`src/rtl/alu_pkg.sv`:
```
// Shared ALU constants and the divider FSM encoding.
// Used by divider_4bit and its div_step datapath.
package alu_pkg;

    localparam int DIVIDEND_W = 8;
    localparam int DIVISOR_W  = 4;
    localparam int QUOT_W     = 8;
    localparam int REM_W      = 4;
    localparam int DIV_ITERS  = 8;
    localparam int CNT_W      = 3;

    typedef enum logic [1:0] {
        ST_IDLE = 2'd0,
        ST_RUN  = 2'd1,
        ST_DONE = 2'd2
    } div_state_t;

endpackage

```
`src/rtl/div_step.sv`:
```
// One restoring-division step: compare-and-subtract of the 5-bit trial value t against {0,d}.
// The final borrow decides whether the difference is kept or t is restored.
module div_step
    import alu_pkg::*;
(
    input  logic [REM_W:0]     t,
    input  logic [DIVISOR_W-1:0] d,
    output logic [REM_W-1:0]   r_next,
    output logic               q_bit
);

    logic [REM_W-1:0] diff;
    logic [REM_W:0]   borrow;
    logic             borrow_msb;

    assign borrow[0] = 1'b0;

    for (genvar i = 0; i < REM_W; i++) begin : g_sub
        full_sub u_sub (
            .a    (t[i]),
            .b    (d[i]),
            .bin  (borrow[i]),
            .diff (diff[i]),
            .bout (borrow[i+1])
        );
    end

    // The divisor's top bit is always 0, so the fifth stage reduces to its borrow term.
    assign borrow_msb = ~t[REM_W] & borrow[REM_W];

    assign q_bit  = ~borrow_msb;
    assign r_next = q_bit ? diff : t[REM_W-1:0];

endmodule

```
`src/rtl/full_sub.sv`:
```
// One-bit full subtractor: diff = a - b - bin, with borrow out.
module full_sub (
    input  logic a,
    input  logic b,
    input  logic bin,
    output logic diff,
    output logic bout
);

    assign diff = a ^ b ^ bin;
    assign bout = (~a & b) | (~(a ^ b) & bin);

endmodule

```
`src/rtl/divider_4bit.sv`:
```
// Sequential restoring divider (8-bit / 4-bit), one quotient bit per clock with start/busy/done.
// Optional feature: define DIVIDER_ZERO_CHECK_EN to short-circuit a zero divisor in one cycle.
module divider_4bit
    import alu_pkg::*;
(
    input  logic                  i_clk,
    input  logic                  i_rst,
    input  logic                  i_start,
    input  logic [DIVIDEND_W-1:0] i_dividend,
    input  logic [DIVISOR_W-1:0]  i_divisor,
    output logic                  o_busy,
    output logic                  o_done,
    output logic [QUOT_W-1:0]     o_quot,
    output logic [REM_W-1:0]      o_rem,
    output logic                  o_div_zero
);

    div_state_t             state;
    logic [DIVIDEND_W-1:0]  q;
    logic [REM_W-1:0]       r;
    logic [DIVISOR_W-1:0]   d;
    logic [CNT_W-1:0]       cnt;

    logic [REM_W:0]         t;
    logic [REM_W-1:0]       r_next;
    logic                   q_bit;
    logic [DIVIDEND_W-1:0]  q_next;
    logic                   last_iter;
    logic                   zero_in;
    logic                   zero_run;

    assign t         = {r, q[DIVIDEND_W-1]};
    assign q_next    = {q[DIVIDEND_W-2:0], q_bit};
    assign last_iter = (cnt == CNT_W'(DIV_ITERS - 1));

    div_step u_step (
        .t      (t),
        .d      (d),
        .r_next (r_next),
        .q_bit  (q_bit)
    );

`ifdef DIVIDER_ZERO_CHECK_EN
    logic accept;
    logic finish;
    logic div_zero_reg;

    assign zero_in    = (i_divisor == '0);
    assign accept     = i_start && (state != ST_RUN);
    assign finish     = (state == ST_RUN) && (zero_run || last_iter);
    assign o_div_zero = div_zero_reg;

    // A zero divisor preloads the architectural result and finishes on the next edge.
    always_ff @(posedge i_clk or posedge i_rst) begin
        if (i_rst) begin
            zero_run     <= 1'b0;
            div_zero_reg <= 1'b0;
        end else begin
            if (accept)
                zero_run <= zero_in;
            if (finish)
                div_zero_reg <= zero_run;
        end
    end
`else
    assign zero_in    = 1'b0;
    assign zero_run   = 1'b0;
    assign o_div_zero = 1'b0;
`endif

    always_ff @(posedge i_clk or posedge i_rst) begin
        if (i_rst) begin
            state  <= ST_IDLE;
            q      <= '0;
            r      <= '0;
            d      <= '0;
            cnt    <= '0;
            o_busy <= 1'b0;
            o_done <= 1'b0;
            o_quot <= '0;
            o_rem  <= '0;
        end else begin
            o_done <= 1'b0;
            case (state)
                // DONE accepts a new start just like IDLE, giving back-to-back operation.
                ST_IDLE, ST_DONE: begin
                    if (i_start) begin
                        q      <= zero_in ? {DIVIDEND_W{1'b1}} : i_dividend;
                        r      <= zero_in ? i_dividend[REM_W-1:0] : '0;
                        d      <= i_divisor;
                        cnt    <= '0;
                        o_busy <= 1'b1;
                        state  <= ST_RUN;
                    end else begin
                        state  <= ST_IDLE;
                    end
                end
                ST_RUN: begin
                    if (zero_run) begin
                        o_quot <= q;
                        o_rem  <= r;
                        o_busy <= 1'b0;
                        o_done <= 1'b1;
                        state  <= ST_DONE;
                    end else begin
                        q   <= q_next;
                        r   <= r_next;
                        cnt <= cnt + CNT_W'(1);
                        if (last_iter) begin
                            o_quot <= q_next;
                            o_rem  <= r_next;
                            o_busy <= 1'b0;
                            o_done <= 1'b1;
                            state  <= ST_DONE;
                        end
                    end
                end
                default: state <= ST_IDLE;
            endcase
        end
    end

endmodule
```
`config.mk`:
```
export PLATFORM = sky130hd
export DESIGN_NAME = divider_4bit
export DESIGN_NICKNAME = d
export VERILOG_FILES = /design/src/rtl/alu_pkg.sv /design/src/rtl/div_step.sv /design/src/rtl/full_sub.sv /design/src/rtl/divider_4bit.sv
export SDC_FILE = /design/constraint.sdc
export NUM_CORES = 1
export LEC_CHECK = 0
export BUFFER_PORTS_ARGS = -buffer_cell sky130_fd_sc_hd__buf_2
export CAP_MARGIN = 20
export CORE_UTILIZATION = 40
export CTS_CLUSTER_DIAMETER = 200
export CTS_CLUSTER_SIZE = 16
export DETAILED_ROUTE_END_ITERATION = 8
export HOLD_SLACK_MARGIN = 0.08
export PLACE_DENSITY = 0.71
export SLEW_MARGIN = 20
export SYNTH_ARGS = -nofsm -noshare
export SYNTH_HDL_FRONTEND = slang
export SYNTH_HIERARCHICAL = 1
export SYNTH_SLANG_ARGS = --single-unit
```
`constraint.sdc`:
```
create_clock -name i_clk -period 3.2 [get_ports i_clk]
set_input_delay 0.32 -clock i_clk [delete_from_list [all_inputs] [get_ports i_clk]]
set_output_delay 0.32 -clock i_clk [all_outputs]
set_load 0.02 [all_outputs]
```
==> results.cfg, run 1 <==
[cts]
cts_tree = done
clkLatencyLatePin_ns = 0.29
clock_sinks = 35
ctsHoldBuffers = 0
cts_buffers = 5
cts-htree-levels = 2
clk_pin_slew_ns = 0.07
cts.path.max_buffers = 2
root_buffer = clkbuf_8

[global_route]
antenna_found_initial = 0
grtUsageTotal_pct = 16.0
grt_pass1_vias = 1082
grt_max_degree = 36
grt_pass1_wl_um = 5180
overflow = 0

[critical_path]
path_class = register to register
crit_required_ns = 3.38
crit_end = r[3]
worstSetupStartpoint = d[0]
r2r-end = r[3]
cp-start-kind = register
arrival_ns = 3.24
end_kind = register
rrSetupSlack_ns = 0.14
cp_max_fo = 5
rr_worst_depth = 16
r2r-start = d[0]

[floorplan]
die_w_um = 67.9
start_util_pct = 42.5
io_pins = 30
die-area_mm2 = 0.00461
die_h_um = 67.9
core-area_mm2 = 0.00409
num_rows = 23

[hold_path]
hold_path_class = primary input to async pin

[logic_synthesis]
ys_seq_area_share_pct = 50.5
syn-cell-area_mm2 = 0.00174
ys_types = 29
avgSynthCellArea_um2 = 11.7
async_reset_ff_share_pct = 100
ys_seq_elements = 35
synth.net_count = 169
yosys_warnings = 6
synthFlopType = dfrtp_1
synth_edf_count = 0
synth_cells = 148

[final_layout]
layout.cells.non_filler = 233
nNetsFinal = 203
final_layout_size_suffix_gt1_share_pct = 38.8
areaGrowthSynthToFinish_pct = 19.9
insertedDiodeCount = 0
fill_cells = 381

[routing]
drtIter0Drc = 64
routedWlPerCell_um = 13.7
vias = 1149
drtPass1Iterations = 4
drc = 0
ant_nets = 0
routed_wl_um = 3200
via_per_inst = 4.93

[sta]
fmax_mhz = 326
worst_slack_ns = 0.136
skew_ns = 0.00840
hold_viol = 0
post-route-period-util_pct = 95.8
min_period_ns = 3.06
setup_viol = 0
timing.hold.ws_ns = 0.113
tightest_slew_ns = 0.551
slew_violations = 0
rsz0062_at_grt = false
slew_headroom_pct = 63.3

[placed_design]
dp_hpwl_um = 2150
pre_cts_ws_ns = -0.0250
io_buffers = 28
dp_cells = 220
gp_congestion = 0.748

[pwr]
ir_drop_v = 0.000554
leakage_nw = 1.02
fin_total_pwr_mw = 2.50
power_density_mw_per_mm2 = 1200

[status]
status = finished clean

[run]
drv_cap = 0
-- metal layers --
layer	track usage (%)	up-vias	part of all wire, %
li1	-	556	-
met1	21.1	557	49
met2	24.5	31	45
met3	4.50	5	4.5
met4	7.03	0	1.7
met5	0	-	0
-- worst max-delay path, cell delays in order, from the launching register on --
cell and delay, ns:
dfrtp_1 0.36, inv_2 0.05, fa_2 0.34, inv_1 0.06
inv_1 0.04, fa_1 0.35, inv_1 0.06, inv_1 0.04
fa_2 0.32, inv_1 0.06, inv_1 0.05, fa_2 0.33
inv_2 0.07, nand2b_4 0.08, mux2_4 0.31, mux2_2 0.26
a22o_1 0.18
-- worst min path at each step --
stage | startpoint | endpoint | slack (ns) | depth (start not counted)
2_1_floorplan | i_rst | cnt[0] | 0.47 | 1
3_3_place_gp | i_rst | o_quot[3] | 0.44 | 3
3_5_place_dp | i_rst | o_quot[3] | 0.44 | 3
4_1_cts | i_rst | o_quot[6] | 0.12 | 3
5_1_grt | i_rst | o_quot[3] | 0.16 | 3
6_report | i_rst | q[2] | 0.11 | 3
-- layout make-up --
cell class | instances | area [µm²] | share of cell area (%)
well taps | 50 | 62.6 | 3.01
multi-input cells | 84 | 729 | 35.1
clock buffers | 6 | 72.6 | 3.49
inverters | 20 | 80.1 | 3.85
repair buffers | 36 | 200 | 9.62
flip-flops and latches | 35 | 876 | 42.1
clock inverters | 2 | 60.1 | 2.89
-- power by group --
part	total, mW	switching (mW)	internal, mW
registers	0.807	0.146	0.660
logic	1.22	0.565	0.657
clock network	0.471	0.160	0.311
-- cell families (layout without fill, tap and decap cells) --
family,after synthesis,after routing,share of synthesized area (%)
flip-flops,35,35,50.5
AO/OA/AOI/OAI,34,34,11.8
buffers and inverters,29,64,7.93
multiplexers,25,25,17.3
AND/OR/NAND/NOR,16,16,5.55
adder cells (fa/ha/maj),6,6,6.06
other,2,2,0.433
XOR/XNOR,1,1,0.505
-- flip-flops by register name, indices dropped and copies added (netlist names) --
register,count
o_quot,8
q,8
d,4
o_rem,4
r,4
cnt,3
state,2
o_busy,1
o_done,1
-- timing repair --
action	4_1_cts	5_1_grt
endpoints found under the setup margin	4	4
pin swaps	0	1
endpoints found under the hold margin	0	0
setup buffers	2	3
resized for setup	2	3
-- cells in the final DEF (no fill, tap or decap), drive strengths merged --
cell,Yosys,routed
xnor2,1,1
nand3b,1,1
bufinv,0,2
nor2,2,2
nand2,3,3
a211oi,3,3
nand2b,5,5
mux2,22,22
a21o,1,1
o22ai,4,4
and2,1,1
nor2b,3,3
dfrtp,35,35
a22o,5,5
fa,4,4
buf,7,36
conb,2,2
or2,1,1
inv,20,20
a21oi,8,8
mux2i,3,3
o21ai,13,13
clkbuf,2,6
ha,2,2
-- per-stage QoR --
step	TNS, ns	utilization (%)	area, µm²
after floorplan	0	-	1740
after detailed placement	-0.0832	46.6	1900
after global placement	0	46.6	1900
after CTS	0	50.2	2050
final	0	50.9	2080
after global routing	0	50.9	2080
-- synth_stat cells (3+ instances only) --
master,n,share of area (%)
dfrtp_1,35,50
nand2_1,3,0.65
fa_1,4,4.6
mux2i_1,3,1.7
a22o_1,5,2.5
buf_2,4,1.2
a21oi_1,8,2.3
o22ai_1,4,1.4
o21ai_0,13,3.7
inv_1,19,4.1
a211oi_1,3,1.3
nor2b_1,3,1.1
nand2b_1,4,1.4
mux2_4,6,5.2
mux2_2,15,9.7
No activity file was read; power rests on OpenSTA's default activity.
==> run 2, diff against run 1 <==
BUFFER_PORTS_ARGS = -buffer_cell sky130_fd_sc_hd__clkbuf_2   (was -buffer_cell sky130_fd_sc_hd__buf_2)
==> results.cfg, run 2 (synthesis gave the netlist of run 1 again) <==
[status]
status = finished clean

[critical_path]
arrival_ns = 3.21
worst_path_max_delay_cell = dfrtp_1
cp_max_fo = 5
path_class = register to register
crit_chain = inv_2 > fa_2 > inv_1 > inv_1 > fa_1 > inv_1 > inv_1 > fa_2 > inv_1 > inv_1 > fa_2 > inv_2 > nand2b_4 > mux2_4 > mux2_2 > a22o_1
end_kind = register
cp_common_cell = inv_1
cp_top_family = adder cells
path_buf_inv = 8
cp-start-kind = register
max_stage_delay_ns = 0.36
crit_required_ns = 3.37

[placed_design]
gp_congestion = 0.749
postPlaceCellArea_mm2 = 0.00190
dp_hpwl_um = 2140
io_buffers = 28
pre_cts_ws_ns = -0.0318

[global_route]
grtUsageTotal_pct = 15.3
antenna_found_initial = 0
overflow = 0
grt_max_degree = 36
grt_pass1_wl_um = 5110
grt_pass1_vias = 1098

[routing]
via_per_inst = 5.02
drtPass1Iterations = 4
routedWlPerCell_um = 13.9
drtIter0Drc = 45
vias = 1150
ant_nets = 0
drc = 0
routed_wl_um = 3190

[floorplan]
die_w_um = 67.9
die_h_um = 67.9
die-area_mm2 = 0.00461
io_pins = 30
core-area_mm2 = 0.00409
num_rows = 23
start_util_pct = 42.5

[pwr]
switching_share_pct = 37.9
p_int_mw = 1.42
power.share.clock_pct = 14.0
ir_drop_v = 0.000509
combPwrFrac_pct = 50.6
p_seq_share_pct = 35.4
leakage_nw = 0.977
switchingPower_uw = 867
power_density_mw_per_mm2 = 1140

[cts]
clk_pin_slew_ns = 0.08
cts_buffers = 5
root_buffer = clkbuf_8
clock_sinks = 35
cts.path.max_buffers = 2
cts-htree-levels = 2
ctsHoldBuffers = 0
clkLatencyLatePin_ns = 0.29
cts_tree = done

[sta]
worst_slack_ns = 0.157
skew_ns = 0.0115
slew_violations = 0
min_period_ns = 3.04
fmax_mhz = 329
hold_viol = 0
post-route-period-util_pct = 95.1
setup_viol = 0
rsz0062_at_grt = false
slew_headroom_pct = 62.4
tightest_slew_ns = 0.563
tns_ns = 0

[final_layout]
areaGrowthSynthToFinish_pct = 15.4
fin_util_pct = 49.0
insertedDiodeCount = 0
final_cell_mix = dfrtp_1 (35), clkbuf_2 (28), inv_1 (17)
final_layout_size_suffix_gt1_share_pct = 37.4
final_common_cell = dfrtp_1
design_area_mm2 = 0.00200
largestRegisters = o_quot (8), q (8)
nNetsFinal = 199
fill_cells = 370

[hold_path]
hold_path_class = primary input to async pin

[run]
drv_cap = 0
run 2: final cells by class:
class | instances | area, µm² | area share (%)
clock buffer | 6 | 72.6 | 3.62
multi-input combinational | 84 | 729 | 36.4
timing repair buffer | 32 | 170 | 8.49
tap | 50 | 62.6 | 3.12
clock inverter | 2 | 12.5 | 0.625
sequential | 35 | 876 | 43.7
inverter | 20 | 80.1 | 4.00
run 2: power groups by stage:
stage / sequential (mW) / combinational [mW] / clock (mW)
after global placement: 0.809 / 1.09 / 0
after detailed placement: 0.817 / 1.12 / 0
after floorplan: 0.883 / 0.829 / 0
after CTS: 0.811 / 1.15 / 0.326
after global routing: 0.846 / 1.28 / 0.343
final: 0.810 / 1.16 / 0.320
run 2: metrics by stage:
| step | std cells | total power, mW | hold WS (ns) |
|---|---|---|---|
| after floorplan | 148 | 1.71 | 0.470 |
| after global placement | 220 | 1.90 | 0.426 |
| after detailed placement | 220 | 1.94 | 0.432 |
| after CTS | 229 | 2.29 | 0.120 |
| after global routing | 229 | 2.47 | 0.171 |
| final | 229 | 2.29 | 0.0943 |
run 2: per-layer routing:
| layer | global-route usage (%) | part of all wire [%] |
|---|---|---|
| met2 | 24.6 | 46 |
| met1 | 19.7 | 49 |
| met4 | 4.69 | 0.63 |
| met5 | 0 | 0 |
| met3 | 4.50 | 5.2 |
run 2: worst paths after layout:
path | startpoint | endpoint | slack [ns] | cells after the start
hold reg to reg | o_quot[4] | o_quot[4] | 0.51 | 2
min in group i_clk | i_divisor[1] | d[1] | 0.26 | 2
hold / removal | i_rst | q[2] | 0.09 | 3
max in group asynchronous | i_rst | state[1] | 2.78 | 3
setup reg to reg | d[0] | r[3] | 0.16 | 16
setup / recovery | d[0] | r[3] | 0.16 | 16
run 2: repair_timing:
item / 4_1_cts / 5_1_grt
buffers inserted: 1 / 0
pin swaps: 0 / 2
gates resized for setup: 2 / 3
endpoints found under the setup margin: 4 / 4
run 2: worst min-delay path: cells and delay by family:
kind     cells  cell delay, ns
buf+inv      3            0.50
==> run 3, diff against run 2 <==
MAX_ROUTING_LAYER = met4   (was not set)
==> results.cfg, run 3 (synthesis gave the netlist of run 1 again) <==
[sta]
tightest_slew_ns = 0.537
setup_viol = 0
rsz0062_at_grt = false
fmax_mhz = 329
slew_violations = 0
hold_viol = 0
worst_slack_ns = 0.158
min_period_ns = 3.04
slew_headroom_pct = 64.2
skew_ns = 0.0109
post-route-period-util_pct = 95.1

[placed_design]
gp_congestion = 0.758
dp_cells = 220
postPlaceCellArea_mm2 = 0.00190
pre_cts_ws_ns = -0.0318
dp_hpwl_um = 2140
io_buffers = 28

[critical_path]
path_buf_inv = 8
end_kind = register
crit_required_ns = 3.37
arrival_ns = 3.21
crit_chain = inv_2 > fa_2 > inv_1 > inv_1 > fa_1 > inv_1 > inv_1 > fa_2 > inv_1 > inv_1 > fa_2 > inv_2 > nand2b_4 > mux2_4 > mux2_2 > a22o_1
cp_max_fo = 5
max_stage_delay_ns = 0.36
worst_path_max_delay_cell = dfrtp_1
path_depth = 16
rr_worst_depth = 16
cp_top_family = adder cells
cp-start-kind = register
path_class = register to register
cp_common_cell = inv_1

[global_route]
gr-usage-met2_pct = 24.6
grt_pass1_vias = 1099
use_met1_pct = 19.9
grtUsageTotal_pct = 15.7
overflow = 0
grt-busiest-layer = met2
grt_pass1_wl_um = 5100
grt_max_degree = 36
met3_usage_pct = 4.17
antenna_found_initial = 0

[cts]
clkLatencyLatePin_ns = 0.29
ctsHoldBuffers = 0
cts.path.max_buffers = 2
cts-htree-levels = 2
cts_tree = done
cts_buffers = 5
root_buffer = clkbuf_8
clk_pin_slew_ns = 0.08
clock_sinks = 35

[final_layout]
final_common_cell = dfrtp_1
areaGrowthSynthToFinish_pct = 15.4
seqCellArea_um2 = 876
fin_util_pct = 49.0
largestRegisters = o_quot (8), q (8)
fill_cells = 370
final_cell_mix = dfrtp_1 (35), clkbuf_2 (28), inv_1 (17)
nNetsFinal = 199
final_layout_size_suffix_gt1_share_pct = 37.4
design_area_mm2 = 0.00200
insertedDiodeCount = 0
layout.cells.non_filler = 229
multi_input_area_um2 = 729

[pwr]
ir_drop_v = 0.000507
power_density_mw_per_mm2 = 1140
leakage_nw = 0.977

[routing]
ant_nets = 0
drc = 0
routed_wl_um = 3180
drtIter0Drc = 52
drtPass1Iterations = 4
routedWlPerCell_um = 13.9
vias = 1150
via_per_inst = 5.02

[floorplan]
io_pins = 30
die_h_um = 67.9
num_rows = 23
die-area_mm2 = 0.00461
core-area_mm2 = 0.00409
die_w_um = 67.9
start_util_pct = 42.5

[hold_path]
hold_path_class = primary input to async pin

[run]
drv_cap = 0

[status]
status = finished clean
run 3: repair_timing:
| action | in CTS | in global routing |
|---|---|---|
| endpoints found under the setup margin | 4 | 4 |
| gates resized for setup | 2 | 3 |
| buffers inserted | 1 | 0 |
| gates cloned | 0 | 0 |
| pin swaps | 0 | 2 |
run 3: worst register-to-register path: cells and delay by family, from the launching register on:
family / cells / cell delay, ns
flip-flops: 1 / 0.36
adder cells (fa/ha/maj): 4 / 1.33
buffers and inverters: 8 / 0.41
AND/OR/NAND/NOR: 1 / 0.09
multiplexers: 2 / 0.57
AO/OA/AOI/OAI: 1 / 0.18
run 3: worst paths after layout:
kind	startpoint	end	slack [ns]
setup / recovery	d[0]	r[3]	0.16
hold / removal	i_rst	o_quot[3]	0.1
setup reg to reg	d[0]	r[3]	0.16
hold reg to reg	o_quot[4]	o_quot[4]	0.51
max in group asynchronous	i_rst	d[3]	2.78
min in group i_clk	i_divisor[1]	d[1]	0.26
run 3: where the power goes:
group | internal [mW] | total [mW] | switching [mW]
Sequential | 0.660 | 0.809 | 0.149
Combinational | 0.608 | 1.16 | 0.549
Clock | 0.152 | 0.317 | 0.165
run 3: final cells by class:
cell class	count	share of cell area (%)
Timing Repair Buffer	32	8.49
Tap cell	50	3.12
Sequential cell	35	43.7
Multi-Input combinational cell	84	36.4
Clock buffer	6	3.62
Clock inverter	2	0.625
Inverter	20	4.00
run 3: stage by stage:
stage	total power, mW	hold WS [ns]	setup TNS (ns)
after floorplan	1.71	0.470	0
after global placement	1.90	0.426	0
after detailed placement	1.94	0.432	-0.0892
after CTS	2.29	0.120	0
after global routing	2.47	0.171	0
final	2.28	0.0991	0
run 3: layer usage:
| layer | share of wire, % | wire, µm |
|---|---|---|
| met1 | 47 | 1490 |
| met2 | 47 | 1500 |
| met3 | 5.5 | 176 |
| met4 | 0.53 | 17 |
| met5 | 0 | 0 |
